[config.mk]
export PLATFORM = sky130hd
export DESIGN_NAME = pc_fetch_ctrl
export DESIGN_NICKNAME = d
export VERILOG_FILES = /design/src/rtl/otter_pkg.sv /design/src/rtl/pc_target_mux.sv /design/src/rtl/pc_fetch_ctrl.sv
export SDC_FILE = /design/constraint.sdc
export NUM_CORES = 1
export LEC_CHECK = 0
export CORE_ASPECT_RATIO = 1.5
export CORE_MARGIN = 4
export CORE_UTILIZATION = 40
export CTS_BUF_LIST = sky130_fd_sc_hd__clkbuf_2
export DETAILED_ROUTE_END_ITERATION = 8
export HOLD_SLACK_MARGIN = 0.02
export PLACE_DENSITY = 0.81
export SETUP_SLACK_MARGIN = 0.1
export SLEW_MARGIN = 20
export SYNTH_ARGS = -nofsm -noshare
export SYNTH_HDL_FRONTEND = slang
export SYNTH_SLANG_ARGS = --single-unit
[constraint.sdc]
create_clock -name CLK -period 8.48 [get_ports CLK]
set_input_delay 0.848 -clock CLK [delete_from_list [all_inputs] [get_ports CLK]]
set_output_delay 0.848 -clock CLK [all_outputs]
set_load 0.03 [all_outputs]
[src/rtl/otter_pkg.sv]
// rtl/otter_pkg.sv - shared types and constants for the OTTER fetch path
//
// Purpose: next-PC select encoding, fetch FSM states and the NOP word
//          loaded into the instruction register at reset.
// Ports:   none (package).

package otter_pkg;

  // Encoding of the pc_sel input. Codes 6 and 7 are left unnamed and
  // behave like PC_SEQ.
  typedef enum logic [2:0] {
    PC_SEQ    = 3'd0,
    PC_JALR   = 3'd1,
    PC_BRANCH = 3'd2,
    PC_JAL    = 3'd3,
    PC_MTVEC  = 3'd4,
    PC_MEPC   = 3'd5
  } pc_sel_t;

  typedef enum logic [1:0] {
    S_BOOT = 2'd0,
    S_REQ  = 2'd1,
    S_WAIT = 2'd2,
    S_HOLD = 2'd3
  } fetch_state_t;

  // addi x0, x0, 0
  localparam logic [31:0] NOP_INSTR  = 32'h0000_0013;
  localparam logic [31:0] ALIGN_MASK = ~32'h0000_0003;

endpackage

[src/rtl/pc_target_mux.sv]
// rtl/pc_target_mux.sv - redirect target select, alignment and misalign detect
//
// Purpose: decodes pc_sel into a redirect target, clears jalr bit 0,
//          word-aligns the result and flags a misaligned raw target.
// Ports:
//   pc_sel    in  3   next-PC source select
//   jal       in  32  jal target
//   branch    in  32  branch target
//   jalr      in  32  jalr target (bit 0 ignored)
//   mtvec     in  32  trap vector
//   mepc      in  32  trap return address
//   take      out 1   pc_sel names a real redirect source
//   target    out 32  word-aligned redirect target
//   misalign  out 1   raw target had nonzero bits [1:0]

module pc_target_mux
  import otter_pkg::*;
(
  input  logic [2:0]  pc_sel,
  input  logic [31:0] jal,
  input  logic [31:0] branch,
  input  logic [31:0] jalr,
  input  logic [31:0] mtvec,
  input  logic [31:0] mepc,
  output logic        take,
  output logic [31:0] target,
  output logic        misalign
);

  logic [31:0] raw;

  always_comb begin
    take = 1'b1;
    raw  = 32'h0000_0000;
    case (pc_sel)
      PC_JALR:   raw = jalr & ~32'h0000_0001;
      PC_BRANCH: raw = branch;
      PC_JAL:    raw = jal;
      PC_MTVEC:  raw = mtvec;
      PC_MEPC:   raw = mepc;
      default:   take = 1'b0;
    endcase
  end

  assign target   = raw & ALIGN_MASK;
  // Only meaningful for a real redirect; a sequential select never flags.
  assign misalign = take & (raw[1:0] != 2'b00);

endmodule

[src/rtl/pc_fetch_ctrl.sv]
// rtl/pc_fetch_ctrl.sv - program counter and single-outstanding instruction fetch
//
// Purpose: holds the fetch PC, issues one instruction-memory read at a time,
//          and presents each returned word on ir/pc with a valid/ready
//          handshake. Redirects override the fetch PC from any state.
// Ports:
//   CLK          in   1   core clock
//   RST          in   1   asynchronous active-high reset
//   redirect     in   1   take the pc_sel target this cycle
//   pc_sel       in   3   redirect source select
//   jal/branch/jalr/mtvec/mepc  in 32  candidate targets
//   imem_req     out  1   one-cycle read request
//   imem_addr    out  32  read address (valid with imem_req)
//   imem_rvalid  in   1   read data valid
//   imem_rdata   in   32  read data
//   ir_valid     out  1   ir/pc hold a fetched instruction
//   ir_ready     in   1   downstream accepts ir
//   ir           out  32  instruction word
//   pc           out  32  address of ir
//   pc_plus4     out  32  pc + 4
//   misalign     out  1   one-cycle pulse for a misaligned redirect target

module pc_fetch_ctrl
  import otter_pkg::*;
#(
  parameter logic [31:0] RESET_VEC = 32'h0000_0000
) (
  input  logic        CLK,
  input  logic        RST,
  input  logic        redirect,
  input  logic [2:0]  pc_sel,
  input  logic [31:0] jal,
  input  logic [31:0] branch,
  input  logic [31:0] jalr,
  input  logic [31:0] mtvec,
  input  logic [31:0] mepc,
  output logic        imem_req,
  output logic [31:0] imem_addr,
  input  logic        imem_rvalid,
  input  logic [31:0] imem_rdata,
  output logic        ir_valid,
  input  logic        ir_ready,
  output logic [31:0] ir,
  output logic [31:0] pc,
  output logic [31:0] pc_plus4,
  output logic        misalign
);

  fetch_state_t state;
  logic [31:0]  fetch_pc;
  logic         drop;

  logic         sel_take;
  logic [31:0]  sel_target;
  logic         sel_misalign;
  logic         redir;
  logic [31:0]  next_addr;
  logic [31:0]  fetch_pc_inc;

  pc_target_mux u_target_mux (
    .pc_sel   (pc_sel),
    .jal      (jal),
    .branch   (branch),
    .jalr     (jalr),
    .mtvec    (mtvec),
    .mepc     (mepc),
    .take     (sel_take),
    .target   (sel_target),
    .misalign (sel_misalign)
  );

  // A sequential/reserved select makes redirect a no-op.
  assign redir        = redirect & sel_take;
  // Address of the request issued on entry to S_REQ: a same-cycle redirect
  // wins over the stored fetch PC.
  assign next_addr    = redir ? sel_target : fetch_pc;
  assign fetch_pc_inc = fetch_pc + 32'd4;

  always_ff @(posedge CLK or posedge RST) begin
    if (RST) begin
      state     <= S_BOOT;
      fetch_pc  <= RESET_VEC;
      drop      <= 1'b0;
      imem_req  <= 1'b0;
      imem_addr <= RESET_VEC;
      ir_valid  <= 1'b0;
      ir        <= NOP_INSTR;
      pc        <= RESET_VEC;
      pc_plus4  <= RESET_VEC + 32'd4;
      misalign  <= 1'b0;
    end else begin
      misalign <= redir & sel_misalign;
      imem_req <= 1'b0;
      if (redir) begin
        fetch_pc <= sel_target;
      end

      case (state)
        S_BOOT: begin
          // Any rvalid still arriving from before reset is ignored here.
          state     <= S_REQ;
          imem_req  <= 1'b1;
          imem_addr <= next_addr;
        end

        S_REQ: begin
          // The request on the bus this cycle goes out regardless; a
          // redirect only marks its response for discard.
          state <= S_WAIT;
          if (redir) begin
            drop <= 1'b1;
          end
        end

        S_WAIT: begin
          if (imem_rvalid) begin
            if (drop || redir) begin
              drop      <= 1'b0;
              state     <= S_REQ;
              imem_req  <= 1'b1;
              imem_addr <= next_addr;
            end else begin
              ir       <= imem_rdata;
              pc       <= fetch_pc;
              pc_plus4 <= fetch_pc_inc;
              ir_valid <= 1'b1;
              fetch_pc <= fetch_pc_inc;
              state    <= S_HOLD;
            end
          end else if (redir) begin
            drop <= 1'b1;
          end
        end

        S_HOLD: begin
          // A redirect flushes the held instruction; if ir_ready was also
          // high the downstream already consumed it this cycle.
          if (ir_ready || redir) begin
            ir_valid  <= 1'b0;
            state     <= S_REQ;
            imem_req  <= 1'b1;
            imem_addr <= next_addr;
          end
        end

        default: begin
          state <= S_BOOT;
        end
      endcase
    end
  end

endmodule

# Word level (Yosys, flattened, before mapping)
# Index checks and enable logic that the tools add are counted.
[totals]
regBits = 166
inputBits = 200
output_inout_bits = 131
word_cells = 67
[classes]
add_sub_neg = 1
n_eq_ne = 13
n_mux = 26
bitwise = 4
reduce_logical = 13
[ops]
columns = ["operator", "n"]
rows = [
  ["32-bit 2-to-1 mux", 7],
  ["32-bit one-hot mux with 5 select lines", 1],
  ["32-bit one-hot mux with 3 select lines", 1],
  ["32-bit by 3-bit adder with 32-bit output, second input constant", 1],
  ["1-bit 2-to-1 mux", 10],
  ["2-bit != test, second input constant", 4],
  ["2-bit one-hot mux with 4 select lines", 1],
  ["4-bit AND reduction", 2],
  ["3-bit by 2-bit == test with 1-bit output, second input constant", 2],
  ["3-bit == test, second input constant", 2],
  ["2-bit 2-to-1 mux", 3],
  ["2-bit nonzero test", 3],
  ["5-bit OR reduction", 1],
  ["2-bit == test, second input constant", 2],
  ["1-bit one-hot mux with 2 select lines", 2],
  ["2-bit AND reduction", 2],
  ["1-bit bitwise AND", 3],
  ["3-bit by 1-bit == test with 1-bit output, second input constant", 1],
  ["3-bit != test, second input constant", 1],
  ["1-bit one-hot mux with 3 select lines", 1],
  ["3-bit AND reduction", 1],
  ["3-bit nonzero test", 1],
  ["2-bit by 1-bit == test with 1-bit output, second input constant", 1],
  ["2-bit logical NOT", 1],
  ["2 further kinds", 3],
]

# Logic depth before layout (Yosys ltp)
# Gate-level depths: netlist of the first run.
[logic_depth]
ltp_word = 8
ltp_mapped = 10

# By module
# Synthesis of the first run repeated with hierarchy kept, for this count alone.
[hier_totals]
hier_cells = 978
area_unflattened_um2 = 8777.2
[modules_own_cells]
columns = ["mod", "n_inst", "cells_each", "area_each_um2"]
rows = [
  ["pc_fetch_ctrl", 1, 852, 7702.4],
  ["pc_target_mux", 1, 126, 1074.8],
]

# Worst setup path after synthesis of the first run
# OpenSTA, ideal clock, no wires.
[synth_timing]
path_type = "input-to-reg"
startpoint = "input port pc_sel[1]"
endpoint = "register imem_addr[0]"
t_arrival_ps = 2314
required_time_ps = 8355
path_slack_ps = 6041
cell_stages = 7
path_cell_list = "buf_6 -> a21bo_4 -> o32a_4 -> or2_1 -> buf_6 -> buf_6 -> mux2_4"
[synth_between]
elab_chain_cells = 8
[synth_lines]
columns = ["item", "line_no", "rtl"]
rows = [
  ["start, declared", "pc_fetch_ctrl.sv:31", "input logic [2:0] pc_sel,"],
  ["3-bit by 1-bit == test with 1-bit output, or another cell as far along", "pc_target_mux.sv:35", "case (pc_sel)"],
  ["5-bit OR reduction (no line) (*)", "-", ""],
  ["1-bit 2-to-1 mux (*)", "pc_target_mux.sv:35", ""],
  ["1-bit bitwise AND (*)", "pc_fetch_ctrl.sv:73", "assign redir = redirect & sel_take;"],
  ["32-bit 2-to-1 mux", "pc_fetch_ctrl.sv:76", "assign next_addr = redir ? sel_target : fetch_pc;"],
  ["32-bit 2-to-1 mux", "pc_fetch_ctrl.sv:117", "if (drop || redir) begin"],
  ["32-bit 2-to-1 mux", "pc_fetch_ctrl.sv:116", "if (imem_rvalid) begin"],
  ["32-bit one-hot mux with 3 select lines", "pc_fetch_ctrl.sv:98", "case (state)"],
  ["end signal, assigned", "pc_fetch_ctrl.sv:103", "imem_addr <= next_addr;"],
  ["end signal, assigned", "pc_fetch_ctrl.sv:121", "imem_addr <= next_addr;"],
  ["end signal, assigned", "pc_fetch_ctrl.sv:142", "imem_addr <= next_addr;"],
  ["end, declared", "pc_fetch_ctrl.sv:38", "output logic [31:0] imem_addr,"],
]
# Mark *: on every way between the ends. The rest lies on a longest branch, timed or not. The select of a mux whose other input is x is not followed.
# A chain may end at the register's enable or synchronous reset.

# Worst setup path in the final report of the first run
[layout_timing]
startpoint = "input port pc_sel[0]"
endpoint = "register fetch_pc[22]"
[layout_between]
elab_chain_cells = 8
[layout_lines]
columns = ["item", "line_no", "rtl"]
rows = [
  ["3-bit by 1-bit == test with 1-bit output, or another cell as far along", "pc_target_mux.sv:35", ""],
  ["5-bit OR reduction (no line)", "-", ""],
  ["1-bit 2-to-1 mux", "pc_target_mux.sv:35", ""],
  ["1-bit bitwise AND", "pc_fetch_ctrl.sv:73", ""],
  ["32-bit 2-to-1 mux / 1-bit logical OR (equally long branches)", "pc_fetch_ctrl.sv:94, pc_fetch_ctrl.sv:117", ""],
  ["32-bit 2-to-1 mux", "pc_fetch_ctrl.sv:117", ""],
  ["32-bit 2-to-1 mux", "pc_fetch_ctrl.sv:116", ""],
  ["32-bit 2-to-1 mux (*)", "pc_fetch_ctrl.sv:98", ""],
  ["end signal, assigned", "pc_fetch_ctrl.sv:95", "fetch_pc <= sel_target;"],
  ["end signal, assigned", "pc_fetch_ctrl.sv:127", "fetch_pc <= fetch_pc_inc;"],
  ["end, declared", "pc_fetch_ctrl.sv:50", "logic [31:0] fetch_pc;"],
]
# Mark *: on every way between the ends. The rest lies on a longest branch, timed or not.

==> flow_summary.rst, run 1 <==
.. list-table::
   :header-rows: 1

   * - Metric
     - Value
   * - Number of max-slew violations in the final report
     - 0
   * - Cell area after synthesis
     - 8550 um2
   * - Root Driver
     - clkbuf_2
   * - Worst-case hold path end point
     - ir[1]$_DFFE_PP1P_
   * - Fraction of the core area covered by cells at the end of the flow
     - 57.7%
   * - Worst Path Required
     - 9.11 ns
   * - Violation count after the first detailed-routing iteration
     - 557
   * - Final Routed Wirelength
     - 27,800 um
   * - Detailed-route vias per instance
     - around 5.5
   * - Final cycle utilization of the critical path
     - 42.1%
   * - Total global routing track utilization
     - a little under a quarter
   * - Min-delay src
     - ir[1]$_DFFE_PP1P_
   * - Leak
     - ~5.2 nW
   * - Vias after detailed routing
     - 8,262
   * - Cell repeated most along the worst path
     - buf_4
   * - Height of the die
     - 187 um
   * - Die Width
     - 127 um
   * - Row count
     - 65
   * - Run status
     - finished, final reports clean
   * - Cells traversed along the worst timing path
     - buf_4 > or3_1 > a21oi_4 > buf_4 > o311ai_0 > o211ai_1
   * - Later-pin clock latency in the skew report
     - 0.74 ns
   * - Depth of the CTS H-tree
     - 4
   * - End of the worst register-to-register path
     - fetch_pc[22]$_DFF_PP0_
   * - Number of placed cells counting well taps
     - 1,461
   * - Type of origin of the critical path
     - input port
   * - Most common flop cell mapped by yosys
     - dfrtp_1
   * - Total of endpoints with negative setup slack in the final report
     - 0
   * - Element type at the critical path end
     - register
   * - Hold violation total from the final report
     - 0
   * - Number of nets in the layout
     - 1,418
   * - Number of clock sinks seen by CTS
     - 164
   * - Buffers from clock root to sink, at most
     - 2
   * - Worst Path Max Fanout
     - 82
   * - Total Negative Setup Slacks
     - 0 ns
   * - Remaining Overflow, GRT
     - 0
   * - Post-synthesis cell count
     - 938
   * - Final clock skew
     - 0.0529 ns
   * - DRC violations left
     - 0
   * - Via count of the first global-routing pass
     - 8,116
   * - EDFF count, synth
     - 0
   * - Number of fillers in the final layout
     - 1,890
   * - Post-CTS repair timing setup buffer count
     - 0
   * - Routed wirelength normalized by instance count
     - about 19 um
   * - Number of detailed-routing iterations run before antenna repair
     - 5
   * - Share of cells above drive strength 1
     - 5.71%
   * - Die Area
     - 23,800 um2
   * - Asr flop ratio synth
     - 100%
   * - Detailed-placement wirelength estimate
     - 21,000 um
   * - FF/Latch Area
     - about 4100 um2
   * - FF-to-FF path depth
     - 7
   * - Slowest stage cell, crit path
     - or3_1
   * - VDD IR-drop max
     - 0.103 mV
   * - Clock-pin transition on the worst setup and hold timing paths
     - 0.21 ns
   * - Largest net degree at the start of global routing
     - 96
   * - Count of placed standard cells in the final layout, fillers left out
     - 1,495
   * - R2R Path Start
     - state[0]$_DFFE_PP0P_
   * - Number of top-level pins
     - 331
   * - Data arrival time of the worst path
     - 4.21 ns
   * - Number of storage elements in the synthesis netlist
     - 164
   * - Starting utilization of the core area
     - approximately 40%
   * - Worst Tran Pin Value
     - 1.06 ns
   * - Floorplan core area
     - about 21,000 um2
   * - Hold-fix buffers at CTS
     - 0
   * - Clock tree from TritonCTS
     - yes
   * - Worst-case register-to-register setup slack
     - 5.21 ns
   * - Cts repair resizes
     - 0
   * - Worst hold-check path type
     - reg2reg
   * - Buffers added on ports
     - 329
   * - Hold slack final
     - 0.476 ns
   * - Dpl cell area
     - 11,900 um2
   * - CTS buffer count
     - 17
   * - Max cap viols
     - 0
   * - Hold Path Depth
     - 2
   * - Yosys warns
     - 0
   * - Longest individual stage delay on the worst path
     - 0.83 ns
   * - Register area share after synthesis
     - 48.1%
   * - Combined area of the multi-input logic cells
     - around 4100 um2
   * - Number of unique standard cell types used by synthesis
     - 65
   * - Remaining antenna violation count after routing
     - 0
   * - Area growth from synthesis to final layout
     - 42.3%
   * - Final standard cell area without fillers
     - approximately 12,000 um2
   * - First-pass GRT wire length
     - 43,200 um
   * - Worst slew margin relative to its limit
     - between 20% and 30%
   * - Initial antenna violation count
     - 2
   * - Post-layout minimum cycle time
     - 3.57 ns
   * - Ratio of total power to cell area
     - 291 nW/um2
   * - Critical setup path kind
     - in2reg
   * - Post-synth net total
     - 1,143
   * - Final weighted congestion of routability-driven global placement
     - 0.888
   * - Avg Inst Size Synth
     - 9.11 um2
   * - RSZ-0062 raised after global routing
     - false
   * - Achievable clock frequency
     - between 0.2 and 0.3 GHz
==> power by group <==
group / internal, mW / leakage [nW] / switching (mW)
clock network: 0.161 / 0.143 / 0.281
logic: 0.742 / 2.99 / 1.06
registers: 1.08 / 2.06 / 0.211
total: 1.98 / 5.20 / 1.56
==> state kept, by name, indices dropped and copies added, names as in the netlist <==
register   cells
ir_valid       1
imem_req       1
drop           1
misalign       1
state          2
fetch_pc      32
pc_plus4      30
imem_addr     32
pc            32
ir            32
==> synthesized netlist by cell type (2+ instances only) <==
| library cell | number | area, um2 |
|---|---|---|
| nand2_1 | 221 | 830 |
| a211oi_1 | 30 | 225 |
| a31oi_1 | 5 | 31.3 |
| mux2_2 | 9 | 101 |
| nor3_1 | 20 | 100 |
| buf_2 | 28 | 140 |
| nor3b_1 | 2 | 15.0 |
| dfrtp_1 | 160 | 4000 |
| o311ai_0 | 5 | 43.8 |
| mux2i_1 | 45 | 450 |
| a21o_1 | 3 | 22.5 |
| a311o_1 | 2 | 20.0 |
| o21ai_0 | 72 | 360 |
| nand3_1 | 23 | 115 |
| and3b_1 | 2 | 17.5 |
| a211o_1 | 4 | 35.0 |
| nor2b_1 | 2 | 12.5 |
| o22ai_1 | 20 | 125 |
| and2_1 | 3 | 18.8 |
| buf_6 | 4 | 45.0 |
| o211ai_1 | 31 | 233 |
| and4_1 | 7 | 61.3 |
| a31o_2 | 3 | 26.3 |
| or4b_1 | 2 | 20.0 |
| or4_1 | 6 | 45.0 |
| inv_1 | 11 | 41.3 |
| ha_1 | 5 | 62.6 |
| buf_4 | 2 | 15.0 |
| dfstp_2 | 4 | 105 |
| clkbuf_1 | 43 | 161 |
| buf_1 | 3 | 11.3 |
| nor2_1 | 33 | 124 |
| xor2_1 | 4 | 35.0 |
| nand4b_1 | 3 | 26.3 |
| nand4_1 | 14 | 87.6 |
| xnor2_1 | 8 | 70.1 |
| a21oi_1 | 31 | 155 |
| nor4_1 | 4 | 25.0 |
| and3_1 | 5 | 31.3 |
| a22oi_1 | 15 | 113 |
| a21boi_0 | 2 | 15.0 |
| mux2_4 | 3 | 45.0 |
| o31ai_1 | 17 | 128 |
==> worst max path at each step <==
stage,from,cells past startpoint,end,slack [ns]
2_1_floorplan,RST,1,drop$_DFFE_PP0P_,3.21
3_3_place_gp,pc_sel[0],6,fetch_pc[22]$_DFF_PP0_,4.23
3_5_place_dp,pc_sel[0],6,fetch_pc[22]$_DFF_PP0_,4.21
4_1_cts,pc_sel[0],6,fetch_pc[22]$_DFF_PP0_,5.00
5_1_grt,pc_sel[0],6,fetch_pc[22]$_DFF_PP0_,4.59
6_report,pc_sel[0],6,fetch_pc[22]$_DFF_PP0_,4.91
==> cells in the final DEF, fill, tap and decap left out, drive strengths merged, types with 24 or more instances in the layout <==
master / count
nor2: 33
o211ai: 31
nand2: 221
dfrtp: 160
o21ai: 73
mux2i: 45
a211oi: 30
nand3: 24
clkdlybuf4s50: 326
a21oi: 31
==> per-stage QoR <==
stage | power (mW) | setup WS, ns
CTS | 3.56 | 5.00
detailed placement | 3.12 | 4.21
global route | 3.74 | 4.59
floorplan | 2.29 | 3.21
global placement | 3.09 | 4.23
finish | 3.54 | 4.91
==> cells by family (layout without fill, tap and decap cells) <==
family | after synthesis | after routing | share of synthesized area [%]
and+or+nand+nor | 357 | 357 | 18.8
AOI/OAI and AO/OA | 251 | 251 | 19.2
DFF | 164 | 164 | 48.1
buffers and inverters | 92 | 379 | 4.90
muxes | 57 | 57 | 6.98
xor gates and xnor gates | 12 | 12 | 1.23
adders and majority gates | 5 | 5 | 0.732
other | 0 | 2 | 0
==> worst max-delay path: cells and delay by family <==
kind	cells	cell delay (ns)
buffers and inverters	2	1.15
AO/OA/AOI/OAI	3	1.32
AND/OR/NAND/NOR	1	0.83
==> layout make-up <==
cell class | count | share of cell area, %
Inverter | 11 | 0.381
Timing Repair Buffer | 337 | 27.7
Clock inverter | 14 | 1.33
Multi-Input combinational cell | 682 | 33.3
Tap cell | 268 | 2.76
Antenna cell | 2 | 0.0412
Clock buffer | 17 | 0.700
Sequential cell | 164 | 33.8
==> routing by layer <==
| metal | track usage (%) | share of wire, % | vias to the layer above | wire length [um] |
|---|---|---|---|---|
| met2 | 38.6 | 49 | 404 | 13700 |
| met3 | 4.09 | 6.3 | 68 | 1760 |
| li1 | - | - | 3925 | - |
| met4 | 10.9 | 4.9 | 0 | 1370 |
| met1 | 27.6 | 39 | 3865 | 10900 |
| met5 | 0 | 0 | - | 0 |
Power figures use the tool's default switching activity.
==> run 2, diff against run 1 <==
==> constraint.sdc (replaced) <==
create_clock -name CLK -period 3.63 [get_ports CLK]
set_input_delay 0.363 -clock CLK [delete_from_list [all_inputs] [get_ports CLK]]
set_output_delay 0.363 -clock CLK [all_outputs]
set_load 0.03 [all_outputs]
==> flow_summary.rst, run 2 (synthesis results as in run 1) <==
.. list-table::
   :header-rows: 1

   * - Metric
     - Value
   * - Later-pin clock latency in the skew report
     - 0.73 ns (about the same)
   * - Vias after detailed routing
     - 8,339 (+0.93%)
   * - VDD IR-drop max
     - 0.231 mV (+120%)
   * - Cts repair resizes
     - 0 (unchanged)
   * - Total global routing track utilization
     - 23.1% (+0.39 points)
   * - Die Width
     - 127 um (unchanged)
   * - Share of cells above drive strength 1
     - 6.33% (+0.62 points)
   * - Starting utilization of the core area
     - 40.6% (unchanged)
   * - DRC violations left
     - 0 (unchanged)
   * - Element type at the critical path end
     - register
   * - Data arrival time of the worst path
     - 3.27 ns (-0.94 ns)
   * - Number of top-level pins
     - 331 (unchanged)
   * - Buffers added on ports
     - 329 (unchanged)
   * - Remaining Overflow, GRT
     - 0 (unchanged)
   * - Final cycle utilization of the critical path
     - 72.8%
   * - Violation count after the first detailed-routing iteration
     - 598 (+7.4%)
   * - Hold Path Depth
     - 3 (+1)
   * - RSZ-0062 raised after global routing
     - false
   * - Final clock skew
     - 0.0341 ns (-0.0188 ns)
   * - Clock tree from TritonCTS
     - yes
   * - Initial antenna violation count
     - 2 (unchanged)
   * - Buffers from clock root to sink, at most
     - 2 (unchanged)
   * - Area growth from synthesis to final layout
     - 42.9%
   * - Via count of the first global-routing pass
     - 8,200 (+1.0%)
   * - Slowest stage cell, crit path
     - dfrtp_1
   * - Type of origin of the critical path
     - register
   * - Number of max-slew violations in the final report
     - 0 (unchanged)
   * - Longest individual stage delay on the worst path
     - 0.47 ns (-0.36 ns)
   * - Number of detailed-routing iterations run before antenna repair
     - 6 (+1)
   * - Run status
     - finished, final reports clean
   * - Leak
     - 5.22 nW (+0.43%)
   * - Timing startpoint of the critical path
     - state[0]$_DFFE_PP0P_
   * - Dpl cell area
     - 12,000 um2 (+0.77%)
   * - Cells traversed along the worst timing path
     - inv_1 > ha_1 > and2b_1 > o32a_4 > or2_1 > buf_4 > o31ai_1
   * - Floorplan core area
     - 21,100 um2 (unchanged)
   * - Hold-fix buffers at CTS
     - 1 (+1)
   * - First-pass GRT wire length
     - 43,900 um (+1.5%)
   * - Height of the die
     - 187 um (unchanged)
   * - Routed wirelength normalized by instance count
     - 18.9 um (+1.5%)
   * - Worst-case register-to-register setup slack
     - 0.99 ns (-4.22 ns)
   * - Detailed-route vias per instance
     - 5.55 (+0.46%)
   * - Critical setup path kind
     - reg2reg
   * - Worst hold-check path type
     - in2reg
   * - Root Driver
     - clkbuf_2
   * - Post-layout minimum cycle time
     - 2.64 ns
   * - End of the worst register-to-register path
     - imem_addr[8]$_DFFE_PP0P_
   * - Total of endpoints with negative setup slack in the final report
     - 0 (unchanged)
   * - Worst Path Required
     - 4.26 ns (-4.85 ns)
   * - Final weighted congestion of routability-driven global placement
     - 0.921 (+3.7%)
   * - Post-CTS repair timing setup buffer count
     - 0 (unchanged)
   * - Final Routed Wirelength
     - 28,300 um (+2.0%)
   * - FF-to-FF path depth
     - 7 (unchanged)
   * - Die Area
     - 23,800 um2 (unchanged)
   * - Achievable clock frequency
     - 0.378 GHz
   * - Max cap viols
     - 0 (unchanged)
   * - Largest net degree at the start of global routing
     - 117 (+22%)
   * - Worst Path Max Fanout
     - 28 (-66%)
   * - Hold violation total from the final report
     - 0 (unchanged)
   * - R2R Path Start
     - state[0]$_DFFE_PP0P_
   * - Remaining antenna violation count after routing
     - 0 (unchanged)
   * - Number of nets in the layout
     - 1,427 (+0.63%)
   * - Number of clock sinks seen by CTS
     - 164 (unchanged)
   * - Detailed-placement wirelength estimate
     - 21,800 um (+3.9%)
   * - Clock-pin transition on the worst setup and hold timing paths
     - 0.23 ns (+0.02 ns)
   * - Most common cell after layout, fill and taps aside
     - clkdlybuf4s50_1
   * - Top library cells by usage in the layout, fill and taps aside
     - 326 x clkdlybuf4s50_1, 221 x nand2_1, 160 x dfrtp_1
   * - Final standard cell area without fillers
     - 12,200 um2 (+0.43%)
   * - Ratio of total power to cell area
     - 677 nW/um2 (+130%)
   * - Total Negative Setup Slacks
     - 0 ns (unchanged)
   * - Worst slew margin relative to its limit
     - 30.2% (+0.78 points)
   * - Worst Tran Pin Value
     - 1.05 ns (-0.0116 ns)
   * - CTS buffer count
     - 17 (unchanged)
   * - Worst setup path endpoint
     - imem_addr[8]$_DFFE_PP0P_
   * - Row count
     - 65 (unchanged)
   * - Depth of the CTS H-tree
     - 4 (unchanged)
[run 2: changes by cell type in the layout (fill, tap and decap cells not counted)]
cell,before,now
buf_12,0,2
buf_16,1,0
buf_4,7,15
buf_6,1,0
clkbuf_2,17,18
clkinv_1,3,1
clkinv_2,2,3
clkinv_4,2,0
clkinvlp_4,2,5
dlygate4sd3_1,0,1
inv_6,3,0
[run 2: cell type report]
cell class / instances / area (um2)
Inverter: 11 / 45.0
Fill cell: 1818 / 8850
Tap cell: 268 / 335
Antenna cell: 2 / 5.00
Multi-Input combinational cell: 682 / 4050
Clock buffer: 18 / 90.1
Timing Repair Buffer: 346 / 3440
Clock inverter: 11 / 139
Sequential cell: 164 / 4110
[run 2: how the worst min path moves through the flow]
| stage | startpoint | slack (ns) | endpoint |
|---|---|---|---|
| 3_3_place_gp | fetch_pc[0]$_DFFE_PP0N_ | 0.44 | pc[0]$_DFFE_PP0P_ |
| 3_5_place_dp | fetch_pc[1]$_DFFE_PP0N_ | 0.44 | pc[1]$_DFFE_PP0P_ |
| 2_1_floorplan | fetch_pc[0]$_DFFE_PP0N_ | 0.43 | pc[0]$_DFFE_PP0P_ |
| 4_1_cts | imem_rdata[1] | 0.06 | ir[1]$_DFFE_PP1P_ |
| 5_1_grt | imem_rdata[1] | 0.05 | ir[1]$_DFFE_PP1P_ |
| 6_report | imem_rdata[1] | 0.12 | ir[1]$_DFFE_PP1P_ |
[run 2: routing by layer]
| metal | global-route usage [%] | vias up | share of wire (%) |
|---|---|---|---|
| li1 | - | 3940 | - |
| met1 | 28.3 | 3916 | 39 |
| met2 | 39.5 | 411 | 50 |
| met3 | 3.91 | 72 | 6.8 |
| met4 | 10.6 | 0 | 4.4 |
| met5 | 0 | - | 0 |
[run 2: per-stage QoR]
stage	setup WS [ns]	utilization (%)	std cells	power (mW)	hold WS [ns]
floorplan	1.19	-	938	5.36	0.430
CTS	1.01	58.0	1500	8.31	0.0561
finish	0.986	58.0	1502	8.27	0.116
detailed placement	0.785	56.8	1470	7.33	0.442
global route	0.837	58.0	1502	8.70	0.0549
global placement	0.904	56.8	1470	7.23	0.444
[run 2: worst max-delay path: cells and delay by family (launching register included)]
family / cells / cell delay, ns
AND/OR/NAND/NOR: 2 / 0.65
AO/OA/AOI/OAI: 2 / 0.75
adder cells (fa/ha/maj): 1 / 0.29
buffers and inverters: 2 / 0.37
flip-flops: 1 / 0.47
[run 2: report_power, final]
group          leakage (nW)  internal [mW]  switching [mW]
Sequential             2.06           2.53           0.515
Clock                 0.131          0.368           0.621
Combinational          3.03           1.74            2.50
==> run 3, diff against run 2 <==
--- a/config.mk
+++ b/config.mk
@@ -11,7 +11,7 @@
 export CTS_BUF_LIST = sky130_fd_sc_hd__clkbuf_2
 export DETAILED_ROUTE_END_ITERATION = 8
 export HOLD_SLACK_MARGIN = 0.02
-export PLACE_DENSITY = 0.81
+export PLACE_DENSITY = 0.84
 export SETUP_SLACK_MARGIN = 0.1
 export SLEW_MARGIN = 20
 export SYNTH_ARGS = -nofsm -noshare
==> constraint.sdc (replaced) <==
create_clock -name CLK -period 2.2 [get_ports CLK]
set_input_delay 0.22 -clock CLK [delete_from_list [all_inputs] [get_ports CLK]]
set_output_delay 0.22 -clock CLK [all_outputs]
set_load 0.03 [all_outputs]
==> flow_summary.rst, run 3 (synthesis results as in run 1) <==
.. list-table::
   :header-rows: 1

   * - Metric
     - Value
   * - Top library cells by usage in the layout, fill and taps aside
     - 221 x nand2_1, 195 x clkdlybuf4s50_1, 159 x dfrtp_1
   * - Clock tree from TritonCTS
     - yes
   * - Worst hold-check path type
     - in2reg
   * - Vias after detailed routing
     - 8,726 (+4.6%)
   * - Number of detailed-routing iterations run before antenna repair
     - 5 (-1)
   * - Worst Path Required
     - 2.84 ns (-1.42 ns)
   * - Final Routed Wirelength
     - 29,400 um (+4.0%)
   * - Worst slew margin relative to its limit
     - 62.2% (+32 points)
   * - CTS buffer count
     - 17 (unchanged)
   * - Number of placed cells counting well taps
     - 1,505 (+2.4%)
   * - Number of fillers in the final layout
     - 1,762 (-3.1%)
   * - Number of max-slew violations in the final report
     - 0 (unchanged)
   * - Share of cells above drive strength 1
     - 10.0% (+3.7 points)
   * - Remaining Overflow, GRT
     - 0 (unchanged)
   * - Die Width
     - 127 um (unchanged)
   * - Final clock skew
     - 0.0529 ns (+0.0187 ns)
   * - Post-layout minimum cycle time
     - 2.06 ns (-0.586 ns)
   * - Hold slack final
     - 0.135 ns (+0.0198 ns)
   * - Depth of the CTS H-tree
     - 4 (unchanged)
   * - Type of origin of the critical path
     - register
   * - Total Negative Setup Slacks
     - 0 ns (unchanged)
   * - Final weighted congestion of routability-driven global placement
     - 0.894 (-3.0%)
   * - Achievable clock frequency
     - 0.486 GHz (+28%)
   * - Hold violation total from the final report
     - 0 (unchanged)
   * - Total of endpoints with negative setup slack in the final report
     - 0 (unchanged)
   * - Data arrival time of the worst path
     - 2.70 ns (-0.57 ns)
   * - Height of the die
     - 187 um (unchanged)
   * - Number of clock sinks seen by CTS
     - 164 (unchanged)
   * - Buffers from clock root to sink, at most
     - 2 (unchanged)
   * - Later-pin clock latency in the skew report
     - 0.76 ns (+0.03 ns)
   * - Detailed-placement wirelength estimate
     - 22,600 um (+3.3%)
   * - Leak
     - 6.35 nW (+21%)
   * - Floorplan core area
     - 21,100 um2 (unchanged)
   * - Clock-pin transition on the worst setup and hold timing paths
     - 0.28 ns (+0.05 ns)
   * - Number of nets in the layout
     - 1,502 (+5.3%)
   * - Fin worst setup slack
     - 0.142 ns (-0.844 ns)
   * - Run status
     - finished, final reports clean
   * - Starting utilization of the core area
     - 40.6% (unchanged)
   * - Ratio of total power to cell area
     - 1050 nW/um2 (+55%)
   * - VDD IR-drop max
     - 0.401 mV (+73%)
   * - Root Driver
     - clkbuf_2
   * - Element type at the critical path end
     - register
   * - DRC violations left
     - 0 (unchanged)
   * - Row count
     - 65 (unchanged)
   * - Count of placed standard cells in the final layout, fillers left out
     - 1,579 (+5.1%)
   * - Via count of the first global-routing pass
     - 8,639 (+5.4%)
   * - Remaining antenna violation count after routing
     - 0 (unchanged)
   * - Most common cell after layout, fill and taps aside
     - nand2_1
   * - Largest net degree at the start of global routing
     - 86 (-26%)
   * - First-pass GRT wire length
     - 45,300 um (+3.4%)
   * - Max cap viols
     - 0 (unchanged)
   * - RSZ-0062 raised after global routing
     - false
   * - Buffers added on ports
     - 329 (unchanged)
   * - Total global routing track utilization
     - 23.8% (+0.70 points)
   * - Minimum setup slack after placement
     - 0.0261 ns (-0.759 ns)
   * - Violation count after the first detailed-routing iteration
     - 631 (+5.5%)
   * - Worst Tran Pin Value
     - 0.567 ns (-0.481 ns)
   * - Final standard cell area without fillers
     - 13,000 um2 (+6.4%)
   * - Die Area
     - 23,800 um2 (unchanged)
   * - Worst Path Max Fanout
     - 15 (-46%)
   * - Detailed-route vias per instance
     - 5.53 (-0.46%)
   * - Final cycle utilization of the critical path
     - 93.6% (+21 points)
   * - Initial antenna violation count
     - 1 (-1)
   * - Routed wirelength normalized by instance count
     - 18.6 um (-1.1%)
   * - Dpl cell area
     - 12,400 um2 (+3.3%)
   * - Critical setup path kind
     - reg2reg
   * - Number of top-level pins
     - 331 (unchanged)
   * - Area growth from synthesis to final layout
     - 52.1%
-- run 3: worst max-delay path, stage by stage (launching register included) --
cell and delay, ns:
dfrtp_1 0.48, ha_4 0.20, and2b_2 0.21, o32a_4 0.31, or2_4 0.29, buf_12 0.16, mux2_4 0.30
-- run 3: what timing repair did --
action                                  4_1_cts  5_1_grt
resized for setup                           106       36
endpoints found under the hold margin       195        0
pin swaps                                     1        2
hold buffers                                 34        0
endpoints found under the setup margin      118       41
setup buffers                                 4        2
cloned                                        0        1
-- run 3: layout make-up --
type	count	area, um2	area share [%]
diodes	1	2.50	0.0193
clock buffers	17	85.1	0.655
clock inverters	15	191	1.47
inverters	11	45.0	0.347
multi-input cells	682	4070	31.3
flip-flops and latches	164	4110	31.6
well taps	268	335	2.58
repair buffers	421	4150	32.0
-- run 3: metrics by stage --
stage	power, mW	util [%]
2_1_floorplan	8.85	-
3_3_place_gp	12.1	58.7
3_5_place_dp	12.3	58.7
4_1_cts	13.6	61.1
5_1_grt	14.4	61.7
6_report	13.6	61.7
-- run 3: metal layers --
metal	global-route usage [%]	part of all wire, %	vias to the layer above
li1	-	-	4104
met1	28.9	39	4098
met2	40.6	50	448
met3	3.80	6.8	76
met4	11.9	4.5	0
met5	0	0	-
-- run 3: worst paths after layout --
check | startpoint | to | slack (ns) | depth (start not counted)
max in group asynchronous | RST | ir[0]$_DFFE_PP1P_ | 1.27 | 4
worst min-delay path | mepc[1] | misalign$_DFF_PP0_ | 0.14 | 4
worst max-delay path | state[1]$_DFFE_PP0P_ | imem_addr[0]$_DFFE_PP0P_ | 0.14 | 6
min in group asynchronous | RST | imem_addr[8]$_DFFE_PP0P_ | 0.47 | 4
worst min register to register | ir[1]$_DFFE_PP1P_ | ir[1]$_DFFE_PP1P_ | 0.48 | 2
worst max register to register | state[1]$_DFFE_PP0P_ | imem_addr[0]$_DFFE_PP0P_ | 0.14 | 6
-- run 3: where the power goes --
part | total (mW) | internal, mW | switching (mW)
Sequential | 4.98 | 4.17 | 0.808
Combinational | 6.83 | 2.57 | 4.25
Clock | 1.82 | 0.667 | 1.15
